### src/rtl/agu_pipe.sv
// agu_pipe: registered EX-stage address generation with valid/ready handshake and a sticky bad-address capture.
// Optional feature: define AGU_SPLIT_UNALIGNED_EN to split word-crossing accesses into two aligned beats.
module agu_pipe #(
    parameter int ADDR_W = 32,
    parameter int IMM_W  = 16,
    parameter int OFFS_W = 26
) (
    input  logic              i_clk,
    input  logic              i_rst_n,
    input  logic              i_valid,
    output logic              o_ready,
    input  logic [2:0]        i_op_code,
    input  logic [1:0]        i_size,
    input  logic [ADDR_W-1:0] i_base,
    input  logic [ADDR_W-1:0] i_pc,
    input  logic [OFFS_W-1:0] i_offset,
    input  logic              i_out_ready,
    input  logic              i_exc_clr,
    output logic              o_valid,
    output logic [ADDR_W-1:0] o_eff_addr,
    output logic [3:0]        o_be,
    output logic              o_last,
    output logic [1:0]        o_align,
    output logic [1:0]        o_exc_code,
    output logic [ADDR_W-1:0] o_bad_addr,
    output logic              o_exc_pending
);

    typedef enum logic [1:0] {ST_EMPTY = 2'b00, ST_FULL = 2'b01, ST_SPLIT0 = 2'b10} state_e;

    // Bits below the jump target field are replaced by {i_offset, 2'b00}
    localparam logic [ADDR_W-1:0] JMP_LO_MASK = {ADDR_W{1'b1}} >> (ADDR_W - OFFS_W - 2);

    state_e            state_q, state_d;
    logic              valid_q, valid_d;
    logic [ADDR_W-1:0] eff_q, eff_d, nxt_addr_q, nxt_addr_d, bad_q, bad_d;
    logic [3:0]        be_q, be_d, nxt_be_q, nxt_be_d;
    logic              last_q, last_d, pend_q, pend_d;
    logic [1:0]        align_q, align_d, exc_q, exc_d;

    logic [ADDR_W-1:0] imm_sext_s, req_addr_s;
    logic [3:0]        size_mask_s, req_be_s;
    logic [7:0]        mask_s;
    logic [1:0]        req_exc_s;
    logic              req_split_s, misal_s, accept_s, out_hs_s;

    assign o_ready  = (state_q == ST_EMPTY) || ((state_q == ST_FULL) && i_out_ready);
    assign accept_s = i_valid && o_ready;
    assign out_hs_s = valid_q && i_out_ready;

    // Decode the incoming request into address, byte mask and exception code
    always_comb begin
        imm_sext_s = {{(ADDR_W-IMM_W){i_offset[IMM_W-1]}}, i_offset[IMM_W-1:0]};
        case (i_op_code)
            3'b001:  req_addr_s = i_base + imm_sext_s;
            3'b010:  req_addr_s = i_pc + (imm_sext_s << 2);
            3'b011:  req_addr_s = (i_pc & ~JMP_LO_MASK) | ({{(ADDR_W-OFFS_W){1'b0}}, i_offset} << 2);
            default: req_addr_s = i_base;
        endcase
        case (i_size)
            2'b00:   size_mask_s = 4'b0001;
            2'b01:   size_mask_s = 4'b0011;
            default: size_mask_s = 4'b1111;
        endcase
        mask_s      = {4'b0000, size_mask_s} << req_addr_s[1:0];
        misal_s     = ((i_size == 2'b01) && req_addr_s[0]) || (i_size[1] && (req_addr_s[1:0] != 2'b00));
        req_split_s = 1'b0;
        case (i_op_code)
            3'b000, 3'b001: begin
`ifdef AGU_SPLIT_UNALIGNED_EN
                req_be_s    = mask_s[3:0];
                req_exc_s   = 2'b00;
                req_split_s = (mask_s[7:4] != 4'b0000);
`else
                req_be_s    = misal_s ? 4'b0000 : mask_s[3:0];
                req_exc_s   = misal_s ? 2'b01 : 2'b00;
`endif
            end
            3'b010, 3'b011: begin
                req_be_s  = 4'b1111;
                req_exc_s = 2'b00;
            end
            3'b100: begin
                req_be_s  = 4'b1111;
                req_exc_s = (req_addr_s[1:0] != 2'b00) ? 2'b01 : 2'b00;
            end
            default: begin
                req_be_s  = 4'b0000;
                req_exc_s = 2'b10;
            end
        endcase
    end

    // Beat sequencing and bad-address capture next-state
    always_comb begin
        state_d    = state_q;
        eff_d      = eff_q;
        be_d       = be_q;
        last_d     = last_q;
        align_d    = align_q;
        exc_d      = exc_q;
        nxt_addr_d = nxt_addr_q;
        nxt_be_d   = nxt_be_q;
        bad_d      = bad_q;
        pend_d     = pend_q;
        if (accept_s) begin
            eff_d      = req_split_s ? {req_addr_s[ADDR_W-1:2], 2'b00} : req_addr_s;
            be_d       = req_be_s;
            last_d     = !req_split_s;
            align_d    = {(req_addr_s[1:0] != 2'b00), req_addr_s[0]};
            exc_d      = req_exc_s;
            nxt_addr_d = {req_addr_s[ADDR_W-1:2], 2'b00} + {{(ADDR_W-3){1'b0}}, 3'b100};
            nxt_be_d   = mask_s[7:4];
            state_d    = req_split_s ? ST_SPLIT0 : ST_FULL;
        end else if ((state_q == ST_SPLIT0) && i_out_ready) begin
            eff_d   = nxt_addr_q;
            be_d    = nxt_be_q;
            last_d  = 1'b1;
            state_d = ST_FULL;
        end else if ((state_q == ST_FULL) && i_out_ready) begin
            state_d = ST_EMPTY;
        end else begin
            state_d = state_q;
        end
        valid_d = (state_d != ST_EMPTY);
        // A simultaneous clear lets a fresh fault overwrite the held one
        if (out_hs_s && (exc_q != 2'b00) && (!pend_q || i_exc_clr)) begin
            bad_d  = eff_q;
            pend_d = 1'b1;
        end else if (i_exc_clr) begin
            pend_d = 1'b0;
        end else begin
            pend_d = pend_q;
        end
    end

    // State and output registers with synchronous reset
    always_ff @(posedge i_clk) begin
        if (!i_rst_n) begin
            state_q    <= ST_EMPTY;
            valid_q    <= 1'b0;
            eff_q      <= {ADDR_W{1'b0}};
            be_q       <= 4'b0000;
            last_q     <= 1'b0;
            align_q    <= 2'b00;
            exc_q      <= 2'b00;
            nxt_addr_q <= {ADDR_W{1'b0}};
            nxt_be_q   <= 4'b0000;
            bad_q      <= {ADDR_W{1'b0}};
            pend_q     <= 1'b0;
        end else begin
            state_q    <= state_d;
            valid_q    <= valid_d;
            eff_q      <= eff_d;
            be_q       <= be_d;
            last_q     <= last_d;
            align_q    <= align_d;
            exc_q      <= exc_d;
            nxt_addr_q <= nxt_addr_d;
            nxt_be_q   <= nxt_be_d;
            bad_q      <= bad_d;
            pend_q     <= pend_d;
        end
    end

    assign o_valid       = valid_q;
    assign o_eff_addr    = eff_q;
    assign o_be          = be_q;
    assign o_last        = last_q;
    assign o_align       = align_q;
    assign o_exc_code    = exc_q;
    assign o_bad_addr    = bad_q;
    assign o_exc_pending = pend_q;

endmodule

### config.mk
export PLATFORM = sky130hd
export DESIGN_NAME = agu_pipe
export DESIGN_NICKNAME = d
export VERILOG_FILES = /design/src/rtl/agu_pipe.sv
export SDC_FILE = /design/constraint.sdc
export NUM_CORES = 1
export LEC_CHECK = 0
export ABC_AREA = 1
export CORE_UTILIZATION = 56
export CTS_BUF_LIST = sky130_fd_sc_hd__clkbuf_8
export DETAILED_ROUTE_END_ITERATION = 10
export MAX_ROUTING_LAYER = met4
export PLACE_DENSITY = 0.84
export SLEW_MARGIN = 20
export SYNTH_ARGS = -nofsm -noshare
export SYNTH_HDL_FRONTEND = slang
export SYNTH_SLANG_ARGS = --single-unit
### constraint.sdc
create_clock -name i_clk -period 3.6 [get_ports i_clk]
set_input_delay 0.36 -clock i_clk [delete_from_list [all_inputs] [get_ports i_clk]]
set_output_delay 0.36 -clock i_clk [all_outputs]
set_load 0.1 [all_outputs]
==> reports/results.txt, run 1 <==
The run finished with clean final reports. After layout, the worst path uses 91.0% of the clock period. The critical path starts at i_offset[0]. The worst register-to-register path has a setup slack of 1.42 ns.

After synthesis the netlist holds a flip-flop and latch count of 110. For hold timing, the worst endpoint is nxt_addr_q[27]. The async set or reset register ratio after synthesis was 0%. In the final layout, flip-flops and latches occupy 2200 sq um. The worst hold path passes through 2 cells.

The critical path is of the in2reg type. The minimum clock period was 3.28 ns; the area share of the largest cell type after synthesis was 22.4%. In this run the core area contains 49 standard-cell rows.

OpenSTA, run right after detailed placement, puts the worst setup slack at -0.0926 ns. Entering global routing, the biggest net connects 68 pins. The number of antenna violations at the first check in global routing is 0. The area growth from synthesis to layout is 22.1%.

Overall power consumption after layout is estimated at 3880 uW. The detail route stage leaves a number of antenna-violating nets equal to 0. The post-synthesis cell type with the largest combined area was nand2_1. Buffer type at the clock tree root: clkbuf_8.

In this run the worst path has a maximum fanout of 4. Setup repair after global routing left no endpoint under its margin. For the CTS buffer count, the log shows 9. The synthesized area per cell works out to 5.57 sq um. The die is 139 um tall. The floorplan step set the die width to 139 um. Dominant synthesized flop cell: dfxtp_1.

Cell area after synthesis: 10600 sq um. The count of cell types in the netlist came out at 46. The startpoint identified for the worst hold timing path is nxt_addr_q[27]. The first-pass GRT wire length was 56900 um.

The leakage power is 0.00660 uW. The number of iterations in the first detailed-routing pass came out at 8. In this run the standard cell core region covers 18200 sq um.

Based on the critical path, the design can be clocked at up to 305 MHz. The detailed-route DRC error count is 0, and the data arrival time of the critical path is 3.56 ns. The tools report the number of buffers inserted for hold repair after clock tree synthesis as 0. The tools report the aggregate negative setup slack as 0 ns. The total setup violations reported at the end of the flow was 0.

The startpoint identified for the worst register-to-register timing path is state_q[0]. The ratio of routed vias to standard cells was 5.47. The tools report the clock skew after layout as 0.00850 ns. Summed over all layers, the routed wires come to 35100 um.

Summed over all nets, the half-perimeter wirelength after detailed placement is 28400 um. The run gives 2 as the maximum buffer depth of the clock tree. The number of violations reported at the end of detailed-routing iteration 0 was 1142; the share of post-route cells with drive strength above 1 was 6.24%. Power spread over the standard cell area amounts to 301 nW/um^2. The diode insertion count for antenna repair is 0. Yosys warning count: 0. The worst-case IR drop observed on VDD is 0.000353 V. The synthesized netlist cell count is 1895. The average wire length per cell after detail routing was 15.2 um.

The TritonCTS sink count was 110; the total number of vias was 12700. The H-tree generated during clock tree synthesis spans 3 levels. The worst setup path is launched from a primary input. Across every metal layer, demand over resource in global routing totals 37.3%. Summing all multi-input logic gate instances after layout gives 6950 sq um. After synthesis, flip-flops and latches occupy 20.9% of the total area. For the headroom to the max-slew limit, the log shows 29.8%. Sorting the synthesized cells by area gives the leading types as nand2_1, dfxtp_1, inv_1.

The via count of the first global-routing pass was 11600; the post-synthesis net count was 2058. Counting cells, the worst reg-to-reg path comes to 9. The die area was 19400 sq um. Input and output buffers added on the ports amount to 175. The logs give 70.8% for the fraction of the core area covered by cells at the end of the flow and 0.39 ns for the clock latency on the worst-skew pair. The number of enable-type register cells in the synthesized netlist is 0, and the count of boundary I/O pins is 176. Max-cap violations in this run came to 0. Summed over all layers, the global routing overflow is 0.

TritonCTS built the clock tree. Clock-pin slew was measured on the worst setup and hold paths at 0.10 ns. The tightest min-delay check is of the reg2reg type.

The tools report the hold violation total from the final report as 0. The filler cell count in the final layout was 1589; the final weighted congestion in routability-driven placement was 0.990. For this run, the post-layout net count is 2241. For this configuration, the core starts out at a cell density of 58.0%. The data required time at the worst endpoint was 3.88 ns. The tools report the number of pins exceeding their max-slew limit in the final report as 0. The type of element capturing the critical path is a flop.

Setup slack on the critical path of the routed design comes to 0.322 ns. The capture instance of the worst register-to-register path was o_eff_addr[7]. At the pin with the least slew margin, the transition time is 1.05 ns.
==> synthesized netlist by cell type (2+ instances only) <==
| cell type | n |
|---|---|
| nand2_1 | 630 |
| inv_1 | 305 |
| nor2_1 | 194 |
| nand3_1 | 189 |
| dfxtp_1 | 110 |
| a21oi_1 | 96 |
| o21ai_0 | 74 |
| ha_1 | 61 |
| nand4_1 | 33 |
| clkbuf_1 | 29 |
| or2_2 | 19 |
| nand3b_1 | 15 |
| nor3_1 | 15 |
| a31oi_1 | 13 |
| o21bai_1 | 12 |
| nand2_2 | 10 |
| nor2_4 | 10 |
| nor2_2 | 9 |
| o211ai_1 | 9 |
| and2_1 | 7 |
| inv_2 | 7 |
| buf_2 | 5 |
| buf_4 | 5 |
| buf_6 | 5 |
| a211oi_1 | 4 |
| buf_1 | 4 |
| o21ai_1 | 3 |
| fa_1 | 2 |
| nand4_2 | 2 |
| xor2_1 | 2 |
==> placed cells by master (no fill, tap or decap), drive strengths merged, types with 47 or more instances in the layout <==
cell type / n
nand2: 641
inv: 316
nor2: 213
nand3: 190
clkdlybuf4s50: 173
dfxtp: 110
a21oi: 97
o21ai: 78
ha: 61
buf: 47
==> metal layers <==
metal  vias up  track usage, %  part of all wire, %
met5         -               -                    0
met4         0            9.65                  2.4
met3        54            5.54                  7.4
met2       508            61.2                   46
met1      5739            47.8                   44
li1       6349               -                    -
==> state kept, by name, summed over array words and instances (netlist names) <==
register and cells:
o_exc_pending 1, o_eff_addr 32, o_last 1, o_bad_addr 32, o_be 4, o_exc_code 2
nxt_addr_q 30, nxt_be_q 3, state_q 2, o_align 2, o_valid 1
==> through the flow <==
stage	area, sq um	std cells	hold slack (ns)
6_report	12900	2312	0.474
5_1_grt	12900	2312	0.496
4_1_cts	12900	2312	0.474
3_5_place_dp	12700	2296	0.458
3_3_place_gp	12700	2296	0.454
2_1_floorplan	10600	1895	0.446
==> cell families (layout without fill, tap and decap cells) <==
family / after synthesis / in the layout / synth area share (%)
DFF: 110 / 110 / 20.9
xor gates and xnor gates: 2 / 2 / 0.166
buffers and inverters: 361 / 549 / 13.4
and+or+nand+nor: 1139 / 1139 / 46.4
adders and majority gates: 63 / 63 / 7.61
AOI/OAI and AO/OA: 220 / 220 / 11.5
==> where the power goes <==
part	internal [uW]	leakage, uW	switching, uW	total [uW]
Combinational	595	0.00561	1260	1860
Sequential	1290	0.000901	46.3	1340
Clock	256	0.0000927	432	688
==> area by class of cell <==
type / count / share of cell area, %
multi-input combinational: 1424 / 53.9
sequential: 110 / 17.1
timing repair buffer: 220 / 16.3
inverter: 313 / 9.11
tap: 229 / 2.22
clock buffer: 9 / 0.961
clock inverter: 7 / 0.388
==> worst max-delay path by stage <==
| stage | slack, ns | end | cells past startpoint |
|---|---|---|---|
| after global placement | -0.04 | nxt_addr_q[30] | 23 |
| after CTS | 0.30 | nxt_addr_q[30] | 23 |
| after floorplan | 0.41 | nxt_addr_q[29] | 11 |
| after detailed placement | -0.09 | nxt_addr_q[30] | 23 |
| after global routing | 0.01 | nxt_addr_q[30] | 22 |
| final | 0.32 | nxt_addr_q[22] | 19 |
==> worst max-delay path, stage by stage <==
cell             delay [ns]
clkdlybuf4s50_1        0.53
ha_2                   0.26
inv_1                  0.07
fa_1                   0.38
inv_1                  0.11
nand2_1                0.07
nand2_1                0.13
nand4_1                0.13
nand3_1                0.19
nand2_1                0.10
nand3b_1               0.09
nand3_1                0.09
nand3_1                0.09
nand2_1                0.11
nor2_1                 0.21
nand3_1                0.17
nand3b_1               0.25
o21ai_0                0.19
nor2_1                 0.05
==> repair_timing <==
action                     4_1_cts  5_1_grt
gates resized for setup          0        3
setup endpoints to repair        0        4
buffers inserted                 0        0
No activity file was read; power rests on OpenSTA's default activity.
==> run 2, diff against run 1 <==
Settings changed: CTS_CLUSTER_SIZE set to 25.
==> results of run 2 <==
The final DEF is identical to that of run 1; final timing and power are the same.
